## config.mk

```make
export PLATFORM = sky130hd
export DESIGN_NAME = uart_rx_fifo_flat
export DESIGN_NICKNAME = d
export VERILOG_FILES = /design/src/rtl/uart_rx_fifo_if.sv /design/src/rtl/uart_rx_fifo.sv /design/src/flat_wrapper.sv
export SDC_FILE = /design/constraint.sdc
export NUM_CORES = 1
export LEC_CHECK = 0
export ABC_AREA = 0
export BUFFER_PORTS_ARGS = -buffer_cell sky130_fd_sc_hd__buf_2
export CAP_MARGIN = 15
export CORE_MARGIN = 2
export CORE_UTILIZATION = 55
export DETAILED_ROUTE_END_ITERATION = 6
export PLACE_DENSITY = 0.72
export SYNTH_ARGS = -nofsm -noshare
export SYNTH_HDL_FRONTEND = slang
export SYNTH_SLANG_ARGS = --single-unit
export TNS_END_PERCENT = 50
```

## constraint.sdc

```tcl
create_clock -name CLOCK_50 -period 3.2 [get_ports CLOCK_50]
set_input_delay 0.16 -clock CLOCK_50 [delete_from_list [all_inputs] [get_ports CLOCK_50]]
set_output_delay 0.16 -clock CLOCK_50 [all_outputs]
set_load 0.005 [all_outputs]
```

## src/rtl/uart_rx_fifo_if.sv

```systemverilog
// Consumer-side bus of uart_rx_fifo: FWFT head handshake, occupancy and error pulses.
// master = receiver side, slave = command decoder side.
interface uart_rx_fifo_if #(
   parameter int DATA_BITS  = 8,
   parameter int FIFO_DEPTH = 16
);
   logic [DATA_BITS-1:0]         rx_data_o;
   logic                         rx_valid_o;
   logic                         rx_ready_i;
   logic [$clog2(FIFO_DEPTH):0]  fifo_count_o;
   logic                         frame_err_o;
   logic                         parity_err_o;
   logic                         overrun_o;

   modport master (
      output rx_data_o, rx_valid_o, fifo_count_o, frame_err_o, parity_err_o, overrun_o,
      input  rx_ready_i
   );

   modport slave (
      input  rx_data_o, rx_valid_o, fifo_count_o, frame_err_o, parity_err_o, overrun_o,
      output rx_ready_i
   );
endinterface

```

## src/rtl/uart_rx_fifo.sv

```systemverilog
// Oversampling UART receiver with first-word-fall-through receive FIFO and explicit error pulses.
// Optional parity bit checking is compiled in with `define UART_RX_PARITY_EN.
module uart_rx_fifo #(
   parameter int CLK_HZ     = 50000000,
   parameter int BAUD       = 57600,
   parameter int OVERSAMPLE = 16,
   parameter int DATA_BITS  = 8,
   parameter int FIFO_DEPTH = 16,
   parameter int PARITY_ODD = 0
) (
   input  logic           CLOCK_50,
   input  logic           rst,
   input  logic           uart_rx_i,
   uart_rx_fifo_if.master bus
);
   localparam int TICK_DIV = (CLK_HZ + BAUD*OVERSAMPLE/2) / (BAUD*OVERSAMPLE);
   localparam int TW       = $clog2(TICK_DIV + 1);
   localparam int SW       = $clog2(OVERSAMPLE + 1);
   localparam int BW       = $clog2(DATA_BITS + 1);
   localparam int AW       = $clog2(FIFO_DEPTH);
   localparam int CW       = AW + 1;
   localparam logic [SW-1:0] MID = SW'(OVERSAMPLE/2);

   if (TICK_DIV < 1 || OVERSAMPLE < 8 || (OVERSAMPLE % 2) != 0 || DATA_BITS < 5 || DATA_BITS > 9 ||
       FIFO_DEPTH < 2 || (FIFO_DEPTH & (FIFO_DEPTH - 1)) != 0 || PARITY_ODD < 0 || PARITY_ODD > 1)
   begin : g_bad_cfg
      $error("uart_rx_fifo: illegal parameter combination");
   end

   typedef enum logic [2:0] {
      S_IDLE,
      S_START,
      S_DATA,
`ifdef UART_RX_PARITY_EN
      S_PARITY,
`endif
      S_STOP
   } state_t;

   // ---------------- input synchroniser and start-edge detect ----------------
   logic       sync1_q, sync2_q, rx_s;
   logic [1:0] vld_pipe_q;
   logic       rx_prev_q;

   assign rx_s = sync2_q;

   // rx_prev_q only tracks the line once the reset-preset synchroniser has flushed,
   // so a line held low through reset release never looks like a falling edge.
   always_ff @(posedge CLOCK_50) begin
      if (rst) begin
         sync1_q    <= 1'b1;
         sync2_q    <= 1'b1;
         vld_pipe_q <= '0;
         rx_prev_q  <= 1'b0;
      end else begin
         sync1_q    <= uart_rx_i;
         sync2_q    <= sync1_q;
         vld_pipe_q <= {vld_pipe_q[0], 1'b1};
         rx_prev_q  <= vld_pipe_q[1] ? rx_s : 1'b0;
      end
   end

   state_t state_q;
   logic   start_det;

   assign start_det = (state_q == S_IDLE) && rx_prev_q && !rx_s;

   // ---------------- oversample tick generator ----------------
   logic [TW-1:0] tick_cnt_q;
   logic          tick;

   assign tick = (tick_cnt_q == TW'(TICK_DIV - 1));

   always_ff @(posedge CLOCK_50) begin
      if (rst || start_det || tick) tick_cnt_q <= '0;
      else                          tick_cnt_q <= tick_cnt_q + 1'b1;
   end

   // ---------------- frame FSM ----------------
   logic [SW-1:0]        s_cnt_q, s_idx;
   logic [BW-1:0]        bit_cnt_q;
   logic [1:0]           smp_q;
   logic [DATA_BITS-1:0] shreg_q;
   logic                 push_q, frame_err_q;
   logic                 maj, at_vote, bit_end;

   // s_idx is the tick index within the current bit, 1..OVERSAMPLE
   assign s_idx   = s_cnt_q + 1'b1;
   assign at_vote = (s_idx == MID + 1'b1);
   assign bit_end = (s_idx == SW'(OVERSAMPLE));
   assign maj     = (smp_q[1] & smp_q[0]) | (smp_q[1] & rx_s) | (smp_q[0] & rx_s);

`ifdef UART_RX_PARITY_EN
   localparam logic PAR_ODD = (PARITY_ODD != 0);
   logic par_err_q, par_pulse_q;
`endif

   always_ff @(posedge CLOCK_50) begin
      if (rst) begin
         state_q     <= S_IDLE;
         s_cnt_q     <= '0;
         bit_cnt_q   <= '0;
         smp_q       <= '0;
         shreg_q     <= '0;
         push_q      <= 1'b0;
         frame_err_q <= 1'b0;
`ifdef UART_RX_PARITY_EN
         par_err_q   <= 1'b0;
         par_pulse_q <= 1'b0;
`endif
      end else begin
         push_q      <= 1'b0;
         frame_err_q <= 1'b0;
`ifdef UART_RX_PARITY_EN
         par_pulse_q <= 1'b0;
`endif
         if (state_q == S_IDLE) begin
            if (start_det) begin
               state_q   <= S_START;
               s_cnt_q   <= '0;
               bit_cnt_q <= '0;
`ifdef UART_RX_PARITY_EN
               par_err_q <= 1'b0;
`endif
            end
         end else if (tick) begin
            smp_q   <= {smp_q[0], rx_s};
            s_cnt_q <= bit_end ? '0 : s_idx;
            case (state_q)
               S_START: begin
                  if (at_vote) state_q <= maj ? S_IDLE : S_DATA;
               end
               S_DATA: begin
                  if (at_vote) begin
                     shreg_q   <= {maj, shreg_q[DATA_BITS-1:1]};
                     bit_cnt_q <= bit_cnt_q + 1'b1;
                  end
`ifdef UART_RX_PARITY_EN
                  if (bit_end && bit_cnt_q == BW'(DATA_BITS)) state_q <= S_PARITY;
               end
               S_PARITY: begin
                  if (at_vote) par_err_q <= maj ^ (^shreg_q) ^ PAR_ODD;
                  if (bit_end) state_q <= S_STOP;
`else
                  if (bit_end && bit_cnt_q == BW'(DATA_BITS)) state_q <= S_STOP;
`endif
               end
               S_STOP: begin
                  // leave at mid-stop so the next start edge is caught even back-to-back
                  if (s_idx == MID) begin
                     state_q <= S_IDLE;
                     if (!rx_s) frame_err_q <= 1'b1;
`ifdef UART_RX_PARITY_EN
                     else if (par_err_q) par_pulse_q <= 1'b1;
`endif
                     else push_q <= 1'b1;
                  end
               end
               default: state_q <= S_IDLE;
            endcase
         end
      end
   end

   // ---------------- receive FIFO (FWFT, registered head) ----------------
   logic [DATA_BITS-1:0] mem_q [FIFO_DEPTH];
   logic [AW-1:0]        wr_ptr_q, rd_ptr_q, rd_inc;
   logic [CW-1:0]        count_q, count_d;
   logic [DATA_BITS-1:0] data_q, data_d;
   logic                 overrun_q;
   logic                 full, pop, wr_en;

   assign full   = (count_q == CW'(FIFO_DEPTH));
   assign pop    = (count_q != '0) && bus.rx_ready_i;
   assign wr_en  = push_q && (!full || pop);
   assign rd_inc = rd_ptr_q + 1'b1;

   always_comb begin
      count_d = count_q;
      if (wr_en && !pop)      count_d = count_q + 1'b1;
      else if (!wr_en && pop) count_d = count_q - 1'b1;
      data_d = data_q;
      if (pop && count_q > CW'(1))           data_d = mem_q[rd_inc];
      else if (wr_en && (count_q == '0 || pop)) data_d = shreg_q;
   end

   always_ff @(posedge CLOCK_50) begin
      if (wr_en) mem_q[wr_ptr_q] <= shreg_q;
   end

   always_ff @(posedge CLOCK_50) begin
      if (rst) begin
         wr_ptr_q  <= '0;
         rd_ptr_q  <= '0;
         count_q   <= '0;
         data_q    <= '0;
         overrun_q <= 1'b0;
      end else begin
         if (wr_en) wr_ptr_q <= wr_ptr_q + 1'b1;
         if (pop)   rd_ptr_q <= rd_inc;
         count_q   <= count_d;
         data_q    <= data_d;
         overrun_q <= push_q && full && !pop;
      end
   end

   assign bus.rx_data_o    = data_q;
   assign bus.rx_valid_o   = (count_q != '0);
   assign bus.fifo_count_o = count_q;
   assign bus.frame_err_o  = frame_err_q;
   assign bus.overrun_o    = overrun_q;
`ifdef UART_RX_PARITY_EN
   assign bus.parity_err_o = par_pulse_q;
`else
   assign bus.parity_err_o = 1'b0;
`endif

endmodule

```

## src/flat_wrapper.sv

```systemverilog
// flat-port wrapper written by rule: the top's interface ports become plain ports
module uart_rx_fifo_flat 
#(
   parameter int CLK_HZ     = 50000000,
   parameter int BAUD       = 57600,
   parameter int OVERSAMPLE = 16,
   parameter int DATA_BITS  = 8,
   parameter int FIFO_DEPTH = 16,
   parameter int PARITY_ODD = 0
)
  (CLOCK_50, rst, uart_rx_i, bus_rx_data_o, bus_rx_valid_o, bus_fifo_count_o, bus_frame_err_o, bus_parity_err_o, bus_overrun_o, bus_rx_ready_i);
  uart_rx_fifo_if #(.DATA_BITS(DATA_BITS), .FIFO_DEPTH(FIFO_DEPTH)) bus_i ();
  input  logic CLOCK_50;
  input  logic rst;
  input  logic uart_rx_i;
  output wire logic [$bits(bus_i.rx_data_o)-1:0] bus_rx_data_o;
  output wire logic [$bits(bus_i.rx_valid_o)-1:0] bus_rx_valid_o;
  output wire logic [$bits(bus_i.fifo_count_o)-1:0] bus_fifo_count_o;
  output wire logic [$bits(bus_i.frame_err_o)-1:0] bus_frame_err_o;
  output wire logic [$bits(bus_i.parity_err_o)-1:0] bus_parity_err_o;
  output wire logic [$bits(bus_i.overrun_o)-1:0] bus_overrun_o;
  input wire logic [$bits(bus_i.rx_ready_i)-1:0] bus_rx_ready_i;
  assign bus_rx_data_o = bus_i.rx_data_o;
  assign bus_rx_valid_o = bus_i.rx_valid_o;
  assign bus_fifo_count_o = bus_i.fifo_count_o;
  assign bus_frame_err_o = bus_i.frame_err_o;
  assign bus_parity_err_o = bus_i.parity_err_o;
  assign bus_overrun_o = bus_i.overrun_o;
  assign bus_i.rx_ready_i = bus_rx_ready_i;
  uart_rx_fifo #(.CLK_HZ(CLK_HZ), .BAUD(BAUD), .OVERSAMPLE(OVERSAMPLE), .DATA_BITS(DATA_BITS), .FIFO_DEPTH(FIFO_DEPTH), .PARITY_ODD(PARITY_ODD)) u_core (.CLOCK_50(CLOCK_50), .rst(rst), .uart_rx_i(uart_rx_i), .bus(bus_i));
endmodule
```

# After elaboration in Yosys (flattened, before gate mapping)
# Memories as Yosys holds them, arrays and structs flattened.
# Index checks and enable logic that the tools add are counted.
word_totals:
  regBits: 57
  ramBits: 128
  input_bits: 4
  out_inout_bits: 17
  wordCells: 110
  mem_count: 1
classes:
  n_addsub: 7
  magnitude_cmp: 1
  eq_ne: 13
  n_mux: 26
  bitwise_logic: 10
  reduce_logical: 34
memory_table:
  columns: ["name", "depth", "width", "read_ports", "rd_ports_with_merged_regs", "wr", "line", "rtl"]
  rows:
  - ["u_core.mem_q", 16, 8, 1, 0, 1, "uart_rx_fifo.sv:166", "logic [DATA_BITS-1:0] mem_q [FIFO_DEPTH];"]
ops:
  columns: ["cell", "count"]
  rows:
  - ["$mux W5", 6]
  - ["$mux W4", 5]
  - ["$mux W3", 6]
  - ["$mux W8", 2]
  - ["$add A4 B1 Y4 const B", 3]
  - ["$logic_and A1 B1 Y1", 11]
  - ["$add A5 B1 Y5 const B", 2]
  - ["$eq A5 B4 Y1 const B", 2]
  - ["$eq A5 B5 Y1 const B", 2]
  - ["$reduce_bool A2 Y1", 5]
  - ["$ne A3 B1 Y1 const B", 3]
  - ["$pmux W3 S3", 1]
  - ["$reduce_and A4 Y1", 2]
  - ["$add A6 B1 Y6 const B", 1]
  - ["$eq A3 B2 Y1 const B", 2]
  - ["$eq A6 B6 Y1 const B", 1]
  - ["$gt A5 B1 Y1 const B", 1]
  - ["$logic_not A5 Y1", 1]
  - ["$mux W1", 5]
  - ["$not A1 Y1", 5]
  - ["$reduce_and A5 Y1", 1]
  - ["$reduce_bool A5 Y1", 1]
  - ["$reduce_or A5 Y1", 1]
  - ["$sub A5 B1 Y5 const B", 1]
  - ["11 further kinds", 21]

# Longest topological paths before layout
logic_depth:
  ltp_word: 8
  mapped_depth: 10
  depth_no_buf: 9

# Least setup slack after synthesis
# Ideal clock, no wire load.
synth_path:
  path_type: "flip-flop to flip-flop"
  from: "register u_core.count_q[0], in the netlist u_core.bus.fifo_count_o[0]"
  to: "register u_core.count_q[4], in the netlist u_core.bus.fifo_count_o[4]"
  setup_ns: 0.128
  arrival_ns: 2.370
  required_time_ns: 3.072
  path_slack_ns: 0.702
  stages_incl_launch_ff: 11
  n_path_buf: 1
  synth_period_minus_slack_ns: 2.498
  path_cell_list: "dfxtp_1 inv_1 ha_1 or3b_1 o21a_1 clkbuf_1 ha_1 or4b_1 a21oi_1 xnor2_1 nor2_1"
synth_via:
  elab_chain_len: 7
  elab_cells_between_ends: 15
  cone_classes: "add/sub: 2; eq/ne: 1; mux: 2; reduce/logical: 10"
synth_lines:
  columns: ["item", "line", "rtl"]
  rows:
  - ["start, declared", "uart_rx_fifo.sv:168", "logic [CW-1:0] count_q, count_d;"]
  - ["start signal, assigned", "uart_rx_fifo.sv:201", "count_q <= count_d;"]
  - ["$eq A5 B5 Y1 or $reduce_bool A5 Y1 (tied branches)", "uart_rx_fifo.sv:173, uart_rx_fifo.sv:174", null]
  - ["$logic_not A1 Y1 or $logic_and A1 B1 Y1 (tied branches)", "uart_rx_fifo.sv:175, uart_rx_fifo.sv:174", null]
  - ["$logic_or A1 B1 Y1 (*)", "uart_rx_fifo.sv:175", "assign wr_en = push_q && (!full || pop);"]
  - ["$logic_and A1 B1 Y1 (*)", "uart_rx_fifo.sv:175", null]
  - ["named net u_core.wr_en", "uart_rx_fifo.sv:171", "logic full, pop, wr_en;"]
  - ["$logic_not A1 Y1", "uart_rx_fifo.sv:181", "else if (!wr_en && pop) count_d = count_q - 1'b1;"]
  - ["$logic_and A1 B1 Y1", "uart_rx_fifo.sv:181", null]
  - ["$reduce_bool A2 Y1 (no line)", null, null]
# Mark *: on every way through the listed nets, which the timed path passes. The rest lies on a longest branch. The select of a mux whose other input is x is not followed.
# A chain may end at the register's enable or synchronous reset.

# Worst setup path after layout
layout_path:
  from: "register u_core.count_q[0], in the netlist u_core.bus.fifo_count_o[0]"
  to: "register u_core.count_q[4], in the netlist u_core.bus.fifo_count_o[4]"
layout_via:
  elab_chain_len: 7
  elab_cells_between_ends: 15
  cone_classes: "add/sub: 2; eq/ne: 1; mux: 2; reduce/logical: 10"
layout_lines:
  columns: ["item"]
  rows:
  - ["parallel branches: the longest is 7 deep, another holds $sub A5 B1 Y5"]
# Parallel ways; which one is timed is not known. The select of a mux whose other input is x is not followed.

==> run_results.csv <==
group,metric,value,unit
setup_path,crit_path_max_fanout,9,
finish,count_of_antenna_diodes_in_the_layout,0,
timing,final-hold-violation-count,0,
timing,finalClockSkew,0.00952,ns
timing,final_min_period_over_clock_period,81.0,%
timing,timing.hold.ws,0.0607,ns
floorplan,die_width,123,um
setup_path,critical_path.startpoint_type,"flip-flop",
timing,worst-slew-pin-transition,0.918,ns
placement,dp.final_hpwl,10.1,mm
global_routing,global_route.usage.total,23.2,%
global_routing,grt_max_degree,51,
yosys,synth.distinct_cells,54,
clocking,tritoncts,"built",
floorplan,num_rows,43,
global_routing,grt_pass1_wl,25.6,mm
finish,syn2layout_area_growth,12.2,%
timing,achievable-frequency,386,MHz
routing,drtPass1Iterations,4,
yosys,postSynth.topFlopCell,"sky130_fd_sc_hd__edfxtp_1",
routing,postRouteWirelength,16.1,mm
setup_path,reg2reg_slack,0.61,ns
clocking,cts.reportedPaths.clkPinSlew,0.07,ns
clocking,post-cts-setup-buffer-count,0,
clocking,cts.sinks,184,
yosys,per_instance_average_area_after_synthesis,14.0,um2
timing,drv_slew,0,
finish,final_util,63.1,%
setup_path,crit_path_arrival_time,2.88,ns
placement,place_ws,0.614,ns
routing,drt.antenna.violating_nets,0,
clocking,clkLatencyLatePin,0.43,ns
clocking,cts-root-buf,"sky130_fd_sc_hd__clkbuf_16",
routing,wire_per_inst,20.5,um
timing,finalSetupViolCount,0,
placement,globalplace.congestion,0.868,
yosys,postSynth.asyncResetShare,0,%
timing,finalCriticalPeriod,2.59,ns
worst_hold_path,hold_class,"primary input to flip-flop",
global_routing,vias_in_the_first_global_route,4745,
timing,setup_slack,0.608,ns
global_routing,grt_remaining_overflow,0,
power_and_ir_drop,worst_supply_voltage_drop_on_vdd,394,uV
finish,num-nets-final,619,
yosys,synth.yosys.warnings,0,
flow_run,drv_cap,0,
placement,port_buffers,19,
timing,slew_headroom,38.8,%
timing,tns,0,ns
clocking,clock_tree.buffer_depth,2,
finish,drive_above_1_share,18.0,%
power_and_ir_drop,total_leakage_power,3.13,nW
routing,vias_per_cell,5.98,
setup_path,required,3.49,ns
yosys,postSynthCellCount,559,
run_status,run_status,"complete, no violations",
yosys,synth_enable_flop_cells,128,
setup_path,worst_setup_ep_type,"flip-flop",
routing,first_iter_violations,432,
power_and_ir_drop,power_per_cell_area,522,nW/um2
routing,detail_route.drc_violations,0,
floorplan,core-area,13900,um2
routing,vias,4704,
yosys,synthesis.nets,584,
floorplan,dieHeight,123,um
floorplan,design.portCount,21,
floorplan,die-area,15200,um2
yosys,synth-seq-cells,184,
global_routing,antenna_violations_before_repair,0,
yosys,mappedNetlistArea,7810,um2
yosys,synth_sequential_area_ratio,63.6,%
clocking,cts-buffers-inserted,17,
timing,grt_setup_unrepaired,"no",
setup_path,critical_path_class,"flip-flop to flip-flop",
floorplan,floorplan.initialDensity,56.2,%
clocking,htree_levels,4,
==> cell usage in the layout (no fill, tap or decap), types with 3 or more instances in the layout <==
| cell | count |
|---|---|
| sky130_fd_sc_hd__o21ai_0 | 5 |
| sky130_fd_sc_hd__xor2_1 | 10 |
| sky130_fd_sc_hd__and3_1 | 21 |
| sky130_fd_sc_hd__o21a_1 | 4 |
| sky130_fd_sc_hd__and2_1 | 10 |
| sky130_fd_sc_hd__dfxtp_1 | 55 |
| sky130_fd_sc_hd__or2_2 | 3 |
| sky130_fd_sc_hd__nand4_1 | 7 |
| sky130_fd_sc_hd__xnor2_1 | 8 |
| sky130_fd_sc_hd__buf_2 | 19 |
| sky130_fd_sc_hd__nor3_1 | 7 |
| sky130_fd_sc_hd__nand2b_1 | 5 |
| sky130_fd_sc_hd__a31oi_1 | 3 |
| sky130_fd_sc_hd__edfxtp_1 | 128 |
| sky130_fd_sc_hd__or3_1 | 4 |
| sky130_fd_sc_hd__nand2_1 | 44 |
| sky130_fd_sc_hd__mux2i_1 | 11 |
| sky130_fd_sc_hd__clkinv_4 | 4 |
| sky130_fd_sc_hd__or4b_1 | 4 |
| sky130_fd_sc_hd__inv_1 | 16 |
| sky130_fd_sc_hd__a211oi_1 | 18 |
| sky130_fd_sc_hd__or4_1 | 3 |
| sky130_fd_sc_hd__ha_1 | 21 |
| sky130_fd_sc_hd__nor4_1 | 10 |
| sky130_fd_sc_hd__a21oi_1 | 14 |
| sky130_fd_sc_hd__buf_4 | 21 |
| sky130_fd_sc_hd__nor2_1 | 48 |
| sky130_fd_sc_hd__nand3_1 | 9 |
| sky130_fd_sc_hd__clkbuf_16 | 17 |
| sky130_fd_sc_hd__o211ai_1 | 3 |
| sky130_fd_sc_hd__nor2b_1 | 3 |
| sky130_fd_sc_hd__mux4_2 | 32 |
==> what timing repair did <==
action                                 CTS  global route
gates resized for setup                  0             0
hold buffers                             1             0
endpoints found under the hold margin    1             0
==> layout make-up <==
type / instances / area (um2)
Timing Repair Buffer: 42 / 283
Clock inverter: 11 / 98.8
Sequential cell: 184 / 4970
Tap cell: 180 / 225
Multi-Input combinational cell: 333 / 2670
Fill cell: 1038 / 5120
Clock buffer: 21 / 460
Inverter: 16 / 60.1
==> kinds of logic (layout without fill, tap and decap cells) <==
| kind of cell | after synthesis | after routing | share of synthesized area [%] |
|---|---|---|---|
| simple gates | 193 | 193 | 13.0 |
| mux | 43 | 43 | 10.6 |
| other cells | 1 | 1 | 0.0480 |
| flops | 184 | 184 | 63.6 |
| xor+xnor | 18 | 18 | 2.02 |
| fa+ha+maj | 22 | 22 | 3.49 |
| buf+inv | 42 | 90 | 2.26 |
| compound gates | 56 | 56 | 4.90 |
==> final timing paths <==
| path | from | to | cells after the start |
|---|---|---|---|
| worst max-delay path | u_core.bus.fifo_count_o[0] | u_core.bus.fifo_count_o[4] | 9 |
| worst min-delay path | bus_rx_ready_i | u_core.rd_ptr_q[1] | 3 |
| worst max register to register | u_core.bus.fifo_count_o[0] | u_core.bus.fifo_count_o[4] | 9 |
| worst min register to register | u_core.sync1_q | u_core.rx_s | 1 |
==> critical path, stage by stage (launching register included) <==
cell and delay [ns]:
sky130_fd_sc_hd__dfxtp_1 0.38, sky130_fd_sc_hd__inv_1 0.12, sky130_fd_sc_hd__ha_1 0.15, sky130_fd_sc_hd__or3b_1 0.36
sky130_fd_sc_hd__o21a_1 0.30, sky130_fd_sc_hd__ha_1 0.32, sky130_fd_sc_hd__or4b_1 0.48, sky130_fd_sc_hd__a21oi_1 0.16
sky130_fd_sc_hd__xnor2_1 0.13, sky130_fd_sc_hd__nor2_1 0.05
==> synthesized netlist by cell type, types with 3 or more instances <==
cell type,n,share of area (%)
sky130_fd_sc_hd__dfxtp_1,56,14
sky130_fd_sc_hd__a21oi_1,14,0.90
sky130_fd_sc_hd__or3_1,4,0.32
sky130_fd_sc_hd__nand2_1,44,2.1
sky130_fd_sc_hd__or4_1,3,0.29
sky130_fd_sc_hd__nor3_1,7,0.45
sky130_fd_sc_hd__a211oi_1,18,1.7
sky130_fd_sc_hd__buf_2,6,0.38
sky130_fd_sc_hd__mux2i_1,11,1.4
sky130_fd_sc_hd__clkbuf_1,17,0.82
sky130_fd_sc_hd__nand3_1,9,0.58
sky130_fd_sc_hd__nand4_1,7,0.56
sky130_fd_sc_hd__o211ai_1,3,0.29
sky130_fd_sc_hd__o21ai_0,5,0.32
sky130_fd_sc_hd__or4b_1,4,0.51
sky130_fd_sc_hd__o21a_1,4,0.38
sky130_fd_sc_hd__mux4_2,32,9.2
sky130_fd_sc_hd__edfxtp_1,128,49
sky130_fd_sc_hd__nand2b_1,5,0.40
sky130_fd_sc_hd__ha_1,21,3.4
sky130_fd_sc_hd__or2_2,3,0.24
sky130_fd_sc_hd__xnor2_1,8,0.90
sky130_fd_sc_hd__nor2b_1,3,0.24
sky130_fd_sc_hd__and2_1,10,0.80
sky130_fd_sc_hd__xor2_1,10,1.1
sky130_fd_sc_hd__and3_1,21,1.7
sky130_fd_sc_hd__nor4_1,10,0.80
sky130_fd_sc_hd__nor2_1,48,2.3
sky130_fd_sc_hd__inv_1,16,0.77
sky130_fd_sc_hd__a31oi_1,3,0.24
==> metal layers <==
metal  vias up  wire length [um]  track usage, %
met5         -                 0               0
met4         0               261            7.39
met3        21               872            5.07
met2       138              8040            37.8
met1      2372              6960            31.3
li1       2173                 -               -
==> through the flow <==
stage	cell area, um2	instances	power (mW)
floorplan	7810	559	2.63
global placement	8190	754	2.65
detailed placement	8190	754	2.65
CTS	8760	787	4.60
global route	8760	787	4.72
finish	8760	787	4.58
==> sequential cells by signal, indices dropped and copies added, names as in the netlist <==
name	flops
u_core.push_q	1
u_core.bus.rx_data_o	8
u_core.s_cnt_q	5
u_core.bus.fifo_count_o	5
u_core.rx_s	1
u_core.wr_ptr_q	4
u_core.tick_cnt_q	6
u_core.rx_prev_q	1
u_core.state_q	2
u_core.bus.frame_err_o	1
u_core.shreg_q	8
u_core.bit_cnt_q	4
u_core.bus.overrun_o	1
u_core.smp_q	2
u_core.vld_pipe_q	2
u_core.sync1_q	1
u_core.rd_ptr_q	4
u_core.mem_q	128
==> where the power goes <==
| group | switching (mW) | internal [mW] |
|---|---|---|
| Clock | 0.861 | 1.11 |
| Combinational | 0.0475 | 0.0260 |
| Sequential | 0.00852 | 2.52 |
(Power assumes the default switching activity.)
